===== src/rtl/pito_mvu_csr_resp_pkg.sv =====
// Shared types and constants for the MVU CSR responder: CSR addresses, ops, config layout, FSM states.
package pito_mvu_csr_resp_pkg;

    localparam int PITO_XLEN    = 32;
    localparam int IRQ_MVU_INTR = 16;
    localparam int MVU_NUM_CFG  = 23;

    typedef logic [11:0] csr_t;

    typedef enum logic [2:0] {
        CSR_MRET  = 3'd0,
        CSR_WRITE = 3'd1,
        CSR_READ  = 3'd2,
        CSR_SET   = 3'd3,
        CSR_CLEAR = 3'd4
    } csr_op_t;

    localparam csr_t CSR_MVU_WBASEPTR  = 12'hF20;
    localparam csr_t CSR_MVU_IBASEPTR  = 12'hF21;
    localparam csr_t CSR_MVU_OBASEPTR  = 12'hF22;
    localparam csr_t CSR_MVU_WSTRIDE_0 = 12'hF23;
    localparam csr_t CSR_MVU_WSTRIDE_1 = 12'hF24;
    localparam csr_t CSR_MVU_WSTRIDE_2 = 12'hF25;
    localparam csr_t CSR_MVU_ISTRIDE_0 = 12'hF26;
    localparam csr_t CSR_MVU_ISTRIDE_1 = 12'hF27;
    localparam csr_t CSR_MVU_ISTRIDE_2 = 12'hF28;
    localparam csr_t CSR_MVU_OSTRIDE_0 = 12'hF29;
    localparam csr_t CSR_MVU_OSTRIDE_1 = 12'hF2A;
    localparam csr_t CSR_MVU_OSTRIDE_2 = 12'hF2B;
    localparam csr_t CSR_MVU_WLENGTH_0 = 12'hF2C;
    localparam csr_t CSR_MVU_WLENGTH_1 = 12'hF2D;
    localparam csr_t CSR_MVU_WLENGTH_2 = 12'hF2E;
    localparam csr_t CSR_MVU_ILENGTH_0 = 12'hF2F;
    localparam csr_t CSR_MVU_ILENGTH_1 = 12'hF30;
    localparam csr_t CSR_MVU_ILENGTH_2 = 12'hF31;
    localparam csr_t CSR_MVU_OLENGTH_0 = 12'hF32;
    localparam csr_t CSR_MVU_OLENGTH_1 = 12'hF33;
    localparam csr_t CSR_MVU_OLENGTH_2 = 12'hF34;
    localparam csr_t CSR_MVU_PRECISION = 12'hF35;
    localparam csr_t CSR_MVU_STATUS    = 12'hF36;
    localparam csr_t CSR_MVU_COMMAND   = 12'hF37;
    localparam csr_t CSR_MVU_QUANT     = 12'hF38;

    localparam csr_t MVU_CSR_LO = 12'hF20;
    localparam csr_t MVU_CSR_HI = 12'hF38;

    localparam int STATUS_BUSY_BIT = 0;
    localparam int STATUS_DONE_BIT = 1;
    localparam int STATUS_DROP_BIT = 2;

    localparam logic [4:0] MVU_CFG_NONE = 5'd31;

    typedef struct packed {
        logic [PITO_XLEN-1:0] wbaseptr;
        logic [PITO_XLEN-1:0] ibaseptr;
        logic [PITO_XLEN-1:0] obaseptr;
        logic [PITO_XLEN-1:0] wstride_0;
        logic [PITO_XLEN-1:0] wstride_1;
        logic [PITO_XLEN-1:0] wstride_2;
        logic [PITO_XLEN-1:0] istride_0;
        logic [PITO_XLEN-1:0] istride_1;
        logic [PITO_XLEN-1:0] istride_2;
        logic [PITO_XLEN-1:0] ostride_0;
        logic [PITO_XLEN-1:0] ostride_1;
        logic [PITO_XLEN-1:0] ostride_2;
        logic [PITO_XLEN-1:0] wlength_0;
        logic [PITO_XLEN-1:0] wlength_1;
        logic [PITO_XLEN-1:0] wlength_2;
        logic [PITO_XLEN-1:0] ilength_0;
        logic [PITO_XLEN-1:0] ilength_1;
        logic [PITO_XLEN-1:0] ilength_2;
        logic [PITO_XLEN-1:0] olength_0;
        logic [PITO_XLEN-1:0] olength_1;
        logic [PITO_XLEN-1:0] olength_2;
        logic [PITO_XLEN-1:0] precision;
        logic [PITO_XLEN-1:0] quant;
    } mvu_cfg_t;

    typedef enum logic [1:0] {
        IDLE  = 2'd0,
        START = 2'd1,
        BUSY  = 2'd2
    } mvu_fsm_t;

    // Config slot of an address; STATUS/COMMAND sit between PRECISION and QUANT.
    function automatic logic [4:0] mvu_cfg_index(csr_t a);
        if (a >= CSR_MVU_WBASEPTR && a <= CSR_MVU_PRECISION) begin
            return 5'(a - CSR_MVU_WBASEPTR);
        end
        if (a == CSR_MVU_QUANT) begin
            return 5'(MVU_NUM_CFG - 1);
        end
        return MVU_CFG_NONE;
    endfunction

endpackage


===== src/rtl/pito_mvu_csr_resp_if.sv =====
// Core-CSR / MVU bundle seen by the MVU CSR responder; master = core+MVU side, slave = responder.
interface pito_mvu_csr_resp_if #(
    parameter int XLEN  = 32,
    parameter int CMD_W = 32
);
    import pito_mvu_csr_resp_pkg::*;

    logic                        csr_req_valid;
    csr_op_t                     csr_op;
    csr_t                        csr_addr;
    logic [XLEN-1:0]             csr_wdata;
    logic                        csr_hit;
    logic                        csr_rvalid;
    logic [XLEN-1:0]             csr_rdata;
    logic [MVU_NUM_CFG*XLEN-1:0] mvu_cfg;
    logic [CMD_W-1:0]            mvu_cmd;
    logic                        mvu_start;
    logic                        mvu_done;
    logic                        mvu_irq;

    modport master (
        output csr_req_valid, csr_op, csr_addr, csr_wdata, mvu_done,
        input  csr_hit, csr_rvalid, csr_rdata, mvu_cfg, mvu_cmd, mvu_start, mvu_irq
    );

    modport slave (
        input  csr_req_valid, csr_op, csr_addr, csr_wdata, mvu_done,
        output csr_hit, csr_rvalid, csr_rdata, mvu_cfg, mvu_cmd, mvu_start, mvu_irq
    );

endinterface


===== src/rtl/pito_mvu_csr_resp_alu.sv =====
// CSR read-modify-write operator: produces the post-op value from the old value and operand.
module pito_mvu_csr_resp_alu
    import pito_mvu_csr_resp_pkg::*;
#(
    parameter int W = 32
) (
    input  csr_op_t        op_i,
    input  logic [W-1:0]   old_i,
    input  logic [W-1:0]   wdata_i,
    output logic [W-1:0]   new_o
);

    always_comb begin
        new_o = old_i;
        case (op_i)
            CSR_WRITE: new_o = wdata_i;
            CSR_SET:   new_o = old_i | wdata_i;
            CSR_CLEAR: new_o = old_i & ~wdata_i;
            default:   new_o = old_i;
        endcase
    end

endmodule


===== src/rtl/pito_mvu_csr_resp.sv =====
// MVU-side CSR responder: config registers, command launch handshake, status and completion interrupt.
// Optional build macro PITO_MVU_CSR_SHADOW_EN drives mvu_cfg from a copy captured at job launch.
module pito_mvu_csr_resp
    import pito_mvu_csr_resp_pkg::*;
#(
    parameter int XLEN  = PITO_XLEN,
    parameter int CMD_W = 32
) (
    input  logic                pito_io_clk,
    input  logic                pito_io_rst_n,
    pito_mvu_csr_resp_if.slave  bus
);

    localparam int CFG_W = MVU_NUM_CFG * XLEN;

    logic            acc;
    logic            wr_op;
    logic            sts_wr;
    logic            cmd_wr;
    logic            cmd_accept;
    logic            job_done;
    logic [4:0]      cfg_idx;
    logic [XLEN-1:0] old_val;
    logic [XLEN-1:0] new_val;
    logic [XLEN-1:0] status_word;
    logic [CFG_W-1:0] cfg_live;

    mvu_fsm_t         state_q, state_d;
    logic             mvu_start;
    logic             done_pend_q, done_pend_d;
    logic             drop_q, drop_d;
    logic [CMD_W-1:0] mvu_cmd_q;
    logic             rvalid_q;
    logic [XLEN-1:0]  rdata_q;

    assign bus.csr_hit = (bus.csr_addr >= MVU_CSR_LO) && (bus.csr_addr <= MVU_CSR_HI);
    assign acc         = bus.csr_req_valid && bus.csr_hit;
    assign wr_op       = acc && (bus.csr_op == CSR_WRITE || bus.csr_op == CSR_SET ||
                                 bus.csr_op == CSR_CLEAR);
    assign sts_wr      = wr_op && (bus.csr_addr == CSR_MVU_STATUS);
    assign cmd_wr      = wr_op && (bus.csr_addr == CSR_MVU_COMMAND);
    assign cmd_accept  = cmd_wr && (state_q == IDLE);
    assign job_done    = (state_q == BUSY) && bus.mvu_done;
    assign cfg_idx     = mvu_cfg_index(bus.csr_addr);

    always_comb begin
        status_word                  = '0;
        status_word[STATUS_BUSY_BIT] = (state_q != IDLE);
        status_word[STATUS_DONE_BIT] = done_pend_q;
        status_word[STATUS_DROP_BIT] = drop_q;
    end

    always_comb begin
        old_val = '0;
        if (bus.csr_addr == CSR_MVU_STATUS) begin
            old_val = status_word;
        end else if (bus.csr_addr == CSR_MVU_COMMAND) begin
            old_val = XLEN'(mvu_cmd_q);
        end else if (cfg_idx != MVU_CFG_NONE) begin
            old_val = cfg_live[(MVU_NUM_CFG - 1 - int'(cfg_idx)) * XLEN +: XLEN];
        end
    end

    pito_mvu_csr_resp_alu #(.W(XLEN)) u_alu (
        .op_i    (bus.csr_op),
        .old_i   (old_val),
        .wdata_i (bus.csr_wdata),
        .new_o   (new_val)
    );

    // Slot 0 (WBASEPTR) lands in the MSBs so the flat bus matches mvu_cfg_t.
    for (genvar gi = 0; gi < MVU_NUM_CFG; gi++) begin : g_cfg
        logic [XLEN-1:0] reg_q;

        always_ff @(posedge pito_io_clk) begin
            if (!pito_io_rst_n) begin
                reg_q <= '0;
            end else if (wr_op && cfg_idx == 5'(gi)) begin
                reg_q <= new_val;
            end
        end

        assign cfg_live[(MVU_NUM_CFG - 1 - gi) * XLEN +: XLEN] = reg_q;
    end

    always_comb begin
        state_d   = state_q;
        mvu_start = 1'b0;
        case (state_q)
            IDLE: begin
                if (cmd_accept) begin
                    state_d = START;
                end
            end
            START: begin
                mvu_start = 1'b1;
                state_d   = BUSY;
            end
            BUSY: begin
                if (bus.mvu_done) begin
                    state_d = IDLE;
                end
            end
            default: state_d = IDLE;
        endcase
    end

    // Completion beats a same-cycle W1C so a finishing job is never lost.
    always_comb begin
        done_pend_d = done_pend_q;
        drop_d      = drop_q;
        if (job_done) begin
            done_pend_d = 1'b1;
        end else if (sts_wr && bus.csr_wdata[STATUS_DONE_BIT]) begin
            done_pend_d = 1'b0;
        end
        if (cmd_wr && state_q != IDLE) begin
            drop_d = 1'b1;
        end else if (sts_wr && bus.csr_wdata[STATUS_DROP_BIT]) begin
            drop_d = 1'b0;
        end
    end

    always_ff @(posedge pito_io_clk) begin
        if (!pito_io_rst_n) begin
            state_q     <= IDLE;
            done_pend_q <= 1'b0;
            drop_q      <= 1'b0;
            mvu_cmd_q   <= '0;
            rvalid_q    <= 1'b0;
            rdata_q     <= '0;
        end else begin
            state_q     <= state_d;
            done_pend_q <= done_pend_d;
            drop_q      <= drop_d;
            rvalid_q    <= acc;
            if (cmd_accept) begin
                mvu_cmd_q <= CMD_W'(new_val);
            end
            if (acc) begin
                rdata_q <= (bus.csr_op == CSR_MRET) ? '0 : old_val;
            end
        end
    end

`ifdef PITO_MVU_CSR_SHADOW_EN
    logic [CFG_W-1:0] cfg_shadow_q;

    always_ff @(posedge pito_io_clk) begin
        if (!pito_io_rst_n) begin
            cfg_shadow_q <= '0;
        end else if (cmd_accept) begin
            cfg_shadow_q <= cfg_live;
        end
    end

    assign bus.mvu_cfg = cfg_shadow_q;
`else
    assign bus.mvu_cfg = cfg_live;
`endif

    assign bus.mvu_start  = mvu_start;
    assign bus.mvu_cmd    = mvu_cmd_q;
    assign bus.mvu_irq    = done_pend_q;
    assign bus.csr_rvalid = rvalid_q;
    assign bus.csr_rdata  = rdata_q;

endmodule


===== src/flat_wrapper.sv =====
// flat-port wrapper written by rule: the top's interface ports become plain ports
module pito_mvu_csr_resp_flat import pito_mvu_csr_resp_pkg::*;
#(
    parameter int XLEN  = PITO_XLEN,
    parameter int CMD_W = 32
)
  (pito_io_clk, pito_io_rst_n, bus_csr_req_valid, bus_csr_op, bus_csr_addr, bus_csr_wdata, bus_mvu_done, bus_csr_hit, bus_csr_rvalid, bus_csr_rdata, bus_mvu_cfg, bus_mvu_cmd, bus_mvu_start, bus_mvu_irq);
  pito_mvu_csr_resp_if #(.XLEN(XLEN), .CMD_W(CMD_W)) bus_i ();
  input  logic pito_io_clk;
  input  logic pito_io_rst_n;
  input wire logic [$bits(bus_i.csr_req_valid)-1:0] bus_csr_req_valid;
  input wire logic [$bits(bus_i.csr_op)-1:0] bus_csr_op;
  input wire logic [$bits(bus_i.csr_addr)-1:0] bus_csr_addr;
  input wire logic [$bits(bus_i.csr_wdata)-1:0] bus_csr_wdata;
  input wire logic [$bits(bus_i.mvu_done)-1:0] bus_mvu_done;
  output wire logic [$bits(bus_i.csr_hit)-1:0] bus_csr_hit;
  output wire logic [$bits(bus_i.csr_rvalid)-1:0] bus_csr_rvalid;
  output wire logic [$bits(bus_i.csr_rdata)-1:0] bus_csr_rdata;
  output wire logic [$bits(bus_i.mvu_cfg)-1:0] bus_mvu_cfg;
  output wire logic [$bits(bus_i.mvu_cmd)-1:0] bus_mvu_cmd;
  output wire logic [$bits(bus_i.mvu_start)-1:0] bus_mvu_start;
  output wire logic [$bits(bus_i.mvu_irq)-1:0] bus_mvu_irq;
  assign bus_i.csr_req_valid = bus_csr_req_valid;
  assign bus_i.csr_op = bus_csr_op;
  assign bus_i.csr_addr = bus_csr_addr;
  assign bus_i.csr_wdata = bus_csr_wdata;
  assign bus_i.mvu_done = bus_mvu_done;
  assign bus_csr_hit = bus_i.csr_hit;
  assign bus_csr_rvalid = bus_i.csr_rvalid;
  assign bus_csr_rdata = bus_i.csr_rdata;
  assign bus_mvu_cfg = bus_i.mvu_cfg;
  assign bus_mvu_cmd = bus_i.mvu_cmd;
  assign bus_mvu_start = bus_i.mvu_start;
  assign bus_mvu_irq = bus_i.mvu_irq;
  pito_mvu_csr_resp #(.XLEN(XLEN), .CMD_W(CMD_W)) u_core (.pito_io_clk(pito_io_clk), .pito_io_rst_n(pito_io_rst_n), .bus(bus_i));
endmodule

===== config.mk =====
export PLATFORM = sky130hd
export DESIGN_NAME = pito_mvu_csr_resp_flat
export DESIGN_NICKNAME = d
export VERILOG_FILES = /design/src/rtl/pito_mvu_csr_resp_pkg.sv /design/src/rtl/pito_mvu_csr_resp_if.sv /design/src/rtl/pito_mvu_csr_resp_alu.sv /design/src/rtl/pito_mvu_csr_resp.sv /design/src/flat_wrapper.sv
export SDC_FILE = /design/constraint.sdc
export NUM_CORES = 2
export LEC_CHECK = 0
export CELL_PAD_IN_SITES_DETAIL_PLACEMENT = 1
export CELL_PAD_IN_SITES_GLOBAL_PLACEMENT = 1
export CORE_AREA = 2 2 332 334
export DETAILED_ROUTE_END_ITERATION = 16
export DIE_AREA = 0 0 334 336
export PLACE_DENSITY_LB_ADDON = 0.1
export SLEW_MARGIN = 20
export SYNTH_ARGS = -nofsm -noshare
export SYNTH_HDL_FRONTEND = slang
export SYNTH_SLANG_ARGS = --single-unit

===== constraint.sdc =====
create_clock -name pito_io_clk -period 12.3 [get_ports pito_io_clk]
set_input_delay 3.075 -clock pito_io_clk [delete_from_list [all_inputs] [get_ports pito_io_clk]]
set_output_delay 3.075 -clock pito_io_clk [all_outputs]
set_load 0.05 [all_outputs]

==> flow_metrics.env <==
export IMPL_final_period_utilization=0.782
export IMPL_syn_nets=4186
export IMPL_maxCapViolations=0
export IMPL_routedWlPerCell_um=33.2
export IMPL_critPathKind="in2reg"
export IMPL_horizontal_extent_of_the_die_um=334
export IMPL_worstPathMaxFanout=33
export IMPL_final_layout_size_suffix_gt1_frac=0.0987
export IMPL_slowest_cell_on_the_critical_path="sky130_fd_sc_hd__nand2b_2"
export IMPL_groute_usage_overall=0.351
export IMPL_fin_nets=4756
export IMPL_critical_path_endpoint="u_core.g_cfg[16].reg_q[6]"
export IMPL_globalplace_congestion=0.890
export IMPL_path_depth=15
export IMPL_dr_first_iter_drc_count=3854
export IMPL_dpl_hpwl_um=147000
export IMPL_ys_ff_latch=805
export IMPL_timing_slew_headroom=0.149
export IMPL_vias_per_cell=6.15
export IMPL_filler_cell_count=12400
export IMPL_dominantRegCellSynth="sky130_fd_sc_hd__dfxtp_1"
export IMPL_maxClockFrequency_mhz=104
export IMPL_timing_final_max_slew_violations=0
export IMPL_routed_via_count=38100
export IMPL_hold_ws_ns=0.453
export IMPL_numPortBuffers=854
export IMPL_netlist_top_cells_area="sky130_fd_sc_hd__dfxtp_1, sky130_fd_sc_hd__o21ai_0, sky130_fd_sc_hd__a21oi_1"
export IMPL_post_cts_setup_buffers=0
export IMPL_core_area_um2=108000
export IMPL_fp_dieArea_um2=112000
export IMPL_critPathTopFamily="simple AND/OR/NAND/NOR gates"
export IMPL_vdd_ir_drop_max_v=0.0000895
export IMPL_clock_root_buffer="sky130_fd_sc_hd__clkbuf_16"
export IMPL_synthDominantCellAreaShare=0.436
export IMPL_flow_area_growth_from_synthesis_pct=31.6
export IMPL_clock_sinks=805
export IMPL_route_detailed_drc=0
export IMPL_fin_worst_skew_ns=0.0220
export IMPL_worst_setup_path_end_kind="register"
export IMPL_multi_input_comb_area_um2=18400
export IMPL_synth_yosys_seq_area_share=0.436
export IMPL_register_area_um2=16100
export IMPL_timing_critical_path_arrival_ns=10.21
export IMPL_totalWireLength_um=206000
export IMPL_rows=121
export IMPL_syn_instance_count=4130
export IMPL_final_antenna_net_count=0
export IMPL_grt_setup_unrepaired="false"
export IMPL_grt_overflow_total=0
export IMPL_run_status="complete, no violations"
export IMPL_clk_latency_ns=0.68
export IMPL_startpoint="bus_csr_addr[10]"
export IMPL_setup_reg_to_reg_worst_slack_ns=9.06
export IMPL_cts_clk_slew_worst_paths_ns=0.06
export IMPL_place_worst_setup_slack_ns=2.31
export IMPL_antenna_found_initial=18
export IMPL_synth_lib_cells_used_distinct=98
export IMPL_crit_path_max_incr_delay_ns=1.00
export IMPL_crit_reg2reg_launch="u_core.g_cfg[18].reg_q[31]"
export IMPL_final_core_util=0.449
export IMPL_reg2reg_to="u_core.g_cfg[5].reg_q[31]"
export IMPL_postSynth_asyncResetShare=0
export IMPL_grt_max_degree=224
export IMPL_crit_chain="clkdlybuf4s50_1 -> nand3_1 -> or3_2 -> nor2_8 -> inv_2 -> ha_1 -> or2_2 -> nor4_1 -> nor2_4 -> nand2b_2 -> o22ai_1 -> o211ai_1 -> a21oi_4 -> buf_16 -> a21oi_1"
export IMPL_detailedRoute_firstPassIterationCount=6
export IMPL_tritoncts="done"
export IMPL_synth_edff_count=0
export IMPL_cp_start_kind="primary input"
export IMPL_tightest_slew_ns=1.28
export IMPL_grt_pass1_vias=36600
export IMPL_synth_cell_area_um2=37000
export IMPL_crit_buf_inv=3
export IMPL_required_ns=12.89
export IMPL_yosys_area_top_type="sky130_fd_sc_hd__dfxtp_1"
export IMPL_power_total_w=0.00572
export IMPL_setup_total_negative_slack_ns=0
export IMPL_p_per_area_nw_per_um2=118
export IMPL_worst_r2r_path_depth=6
export IMPL_hold_path_class="reg2reg"
export IMPL_hold_violations=0
export IMPL_cts_made_buffers=95
export IMPL_postCtsHoldBufs=0
export IMPL_synthesis_yosys_warnings=0
export IMPL_postCtsResizedCells=0
export IMPL_die_height_um=336
export IMPL_setup_viol=0
export IMPL_layout_min_cycle_time_ns=9.62
export IMPL_initial_core_util=0.341
export IMPL_top_level_ports=855
export IMPL_final_critical_path_setup_slack_ns=2.68
export IMPL_cts_path_max_buffers=3
export IMPL_syn_avg_cell_area_um2=8.96
export IMPL_global_route_wire_length_before_repair_um=286000
export IMPL_ctsHtreeMaxLevel=3
export IMPL_total_leakage_power_nw=16.9
[layout make-up]
cell class                 count  share of cell area
sequential                   805               0.331
inverter                      16             0.00134
tap                         1414              0.0363
timing repair buffer         940               0.190
clock inverter                25             0.00594
antenna                        6            0.000308
multi-input combinational   2842               0.378
clock buffer                 145              0.0577
[per-stage QoR]
stage,cells,area (um^2)
6_report,6193,48700
5_1_grt,6190,48700
4_1_cts,6186,48600
3_5_place_dp,6016,45500
3_3_place_gp,6015,45500
2_1_floorplan,4130,37000
[placed cells by master (no fill, tap or decap), types with 9 or more instances in the layout]
master,n
sky130_fd_sc_hd__a211oi_1,12
sky130_fd_sc_hd__a21oi_1,688
sky130_fd_sc_hd__a21oi_2,62
sky130_fd_sc_hd__a221oi_1,16
sky130_fd_sc_hd__a22oi_1,23
sky130_fd_sc_hd__a2bb2oi_1,12
sky130_fd_sc_hd__a311oi_1,11
sky130_fd_sc_hd__and2_0,15
sky130_fd_sc_hd__and2_1,21
sky130_fd_sc_hd__and3_1,41
sky130_fd_sc_hd__buf_4,82
sky130_fd_sc_hd__clkbuf_1,27
sky130_fd_sc_hd__clkbuf_16,96
sky130_fd_sc_hd__clkbuf_8,22
sky130_fd_sc_hd__clkdlybuf4s50_1,850
sky130_fd_sc_hd__clkinv_2,15
sky130_fd_sc_hd__dfxtp_1,805
sky130_fd_sc_hd__inv_1,14
sky130_fd_sc_hd__mux2i_1,128
sky130_fd_sc_hd__mux4_1,37
sky130_fd_sc_hd__mux4_2,50
sky130_fd_sc_hd__nand2_1,147
sky130_fd_sc_hd__nand3_1,114
sky130_fd_sc_hd__nor2_1,232
sky130_fd_sc_hd__nor2b_1,20
sky130_fd_sc_hd__nor3_1,19
sky130_fd_sc_hd__nor4_1,14
sky130_fd_sc_hd__o211a_1,9
sky130_fd_sc_hd__o211ai_1,35
sky130_fd_sc_hd__o21a_1,10
sky130_fd_sc_hd__o21ai_0,710
sky130_fd_sc_hd__o21ai_1,11
sky130_fd_sc_hd__o21ai_2,10
sky130_fd_sc_hd__o221ai_1,18
sky130_fd_sc_hd__o22a_1,27
sky130_fd_sc_hd__o22a_2,14
sky130_fd_sc_hd__o22ai_1,160
[state kept, by name (all words and copies together), names as in the netlist]
name,cells
u_core.bus.csr_rdata,32
u_core.bus.csr_rvalid,1
u_core.bus.mvu_cmd,32
u_core.bus.mvu_irq,1
u_core.drop_q,1
u_core.g_cfg.reg_q,736
u_core.state_q,2
[per-layer routing]
layer | up-vias | part of all wire | track usage
met5 | - | 0.00074 | 0
met3 | 355 | 0.083 | 0.0761
met1 | 19500 | 0.42 | 0.461
met4 | 24 | 0.045 | 0.142
met2 | 1749 | 0.45 | 0.559
li1 | 16400 | - | -
[report_power, final]
part | switching [W] | leakage [nW] | internal (W)
Sequential | 0.0000000257 | 6.48 | 0.00261
Combinational | 0.000175 | 8.88 | 0.0000495
Clock | 0.00122 | 1.53 | 0.00167
Total | 0.00139 | 16.9 | 0.00433
[cells in the mapped netlist (11+ instances only)]
| cell | number |
|---|---|
| sky130_fd_sc_hd__dfxtp_1 | 805 |
| sky130_fd_sc_hd__o21ai_0 | 711 |
| sky130_fd_sc_hd__a21oi_1 | 688 |
| sky130_fd_sc_hd__clkbuf_1 | 288 |
| sky130_fd_sc_hd__nor2_1 | 232 |
| sky130_fd_sc_hd__o22ai_1 | 161 |
| sky130_fd_sc_hd__nand2_1 | 153 |
| sky130_fd_sc_hd__mux2i_1 | 128 |
| sky130_fd_sc_hd__nand3_1 | 114 |
| sky130_fd_sc_hd__a21oi_2 | 68 |
| sky130_fd_sc_hd__mux4_2 | 50 |
| sky130_fd_sc_hd__and3_1 | 41 |
| sky130_fd_sc_hd__buf_6 | 40 |
| sky130_fd_sc_hd__mux4_1 | 37 |
| sky130_fd_sc_hd__o211ai_1 | 35 |
| sky130_fd_sc_hd__buf_2 | 33 |
| sky130_fd_sc_hd__o22a_1 | 27 |
| sky130_fd_sc_hd__nor3_1 | 25 |
| sky130_fd_sc_hd__a22oi_1 | 23 |
| sky130_fd_sc_hd__and2_0 | 23 |
| sky130_fd_sc_hd__buf_4 | 22 |
| sky130_fd_sc_hd__buf_1 | 21 |
| sky130_fd_sc_hd__nor2b_1 | 20 |
| sky130_fd_sc_hd__dlygate4sd3_1 | 19 |
| sky130_fd_sc_hd__o221ai_1 | 18 |
| sky130_fd_sc_hd__dlygate4sd1_1 | 17 |
| sky130_fd_sc_hd__a221oi_1 | 16 |
| sky130_fd_sc_hd__o21ai_1 | 16 |
| sky130_fd_sc_hd__and2_1 | 15 |
| sky130_fd_sc_hd__nor4_1 | 15 |
| sky130_fd_sc_hd__inv_1 | 14 |
| sky130_fd_sc_hd__o22a_2 | 14 |
| sky130_fd_sc_hd__a211oi_1 | 12 |
| sky130_fd_sc_hd__a2bb2oi_1 | 12 |
| sky130_fd_sc_hd__a311oi_1 | 11 |
[worst min path at each step]
stage / from / endpoint / slack, ns / cells past startpoint
floorplan: u_core.drop_q / u_core.drop_q / 0.45 / 2
global placement: u_core.bus.csr_rdata[3] / u_core.bus.csr_rdata[3] / 0.44 / 2
detailed placement: u_core.bus.csr_rdata[6] / u_core.bus.csr_rdata[6] / 0.45 / 2
CTS: u_core.bus.csr_rdata[6] / u_core.bus.csr_rdata[6] / 0.46 / 2
global route: u_core.bus.csr_rdata[31] / u_core.bus.csr_rdata[31] / 0.51 / 2
finish: u_core.bus.csr_rdata[6] / u_core.bus.csr_rdata[6] / 0.45 / 2
[worst min-delay path: cells and delay by family, from the launching register on]
kind             cells  cell delay (ns)
AO/OA/AOI/OAI        1             0.05
AND/OR/NAND/NOR      1             0.04
flip-flops           1             0.32
[cell families (layout without fill, tap and decap cells)]
logic type	after synthesis	after routing	share of synthesized area
AOI/OAI and AO/OA	1922	1922	0.302
xor gates and xnor gates	1	1	0.000237
adders and majority gates	6	6	0.00196
buffers and inverters	483	1126	0.0731
DFF	805	805	0.436
muxes	223	223	0.0968
other	0	6	0
and+or+nand+nor	690	690	0.0901
(Power assumes the default switching activity.)
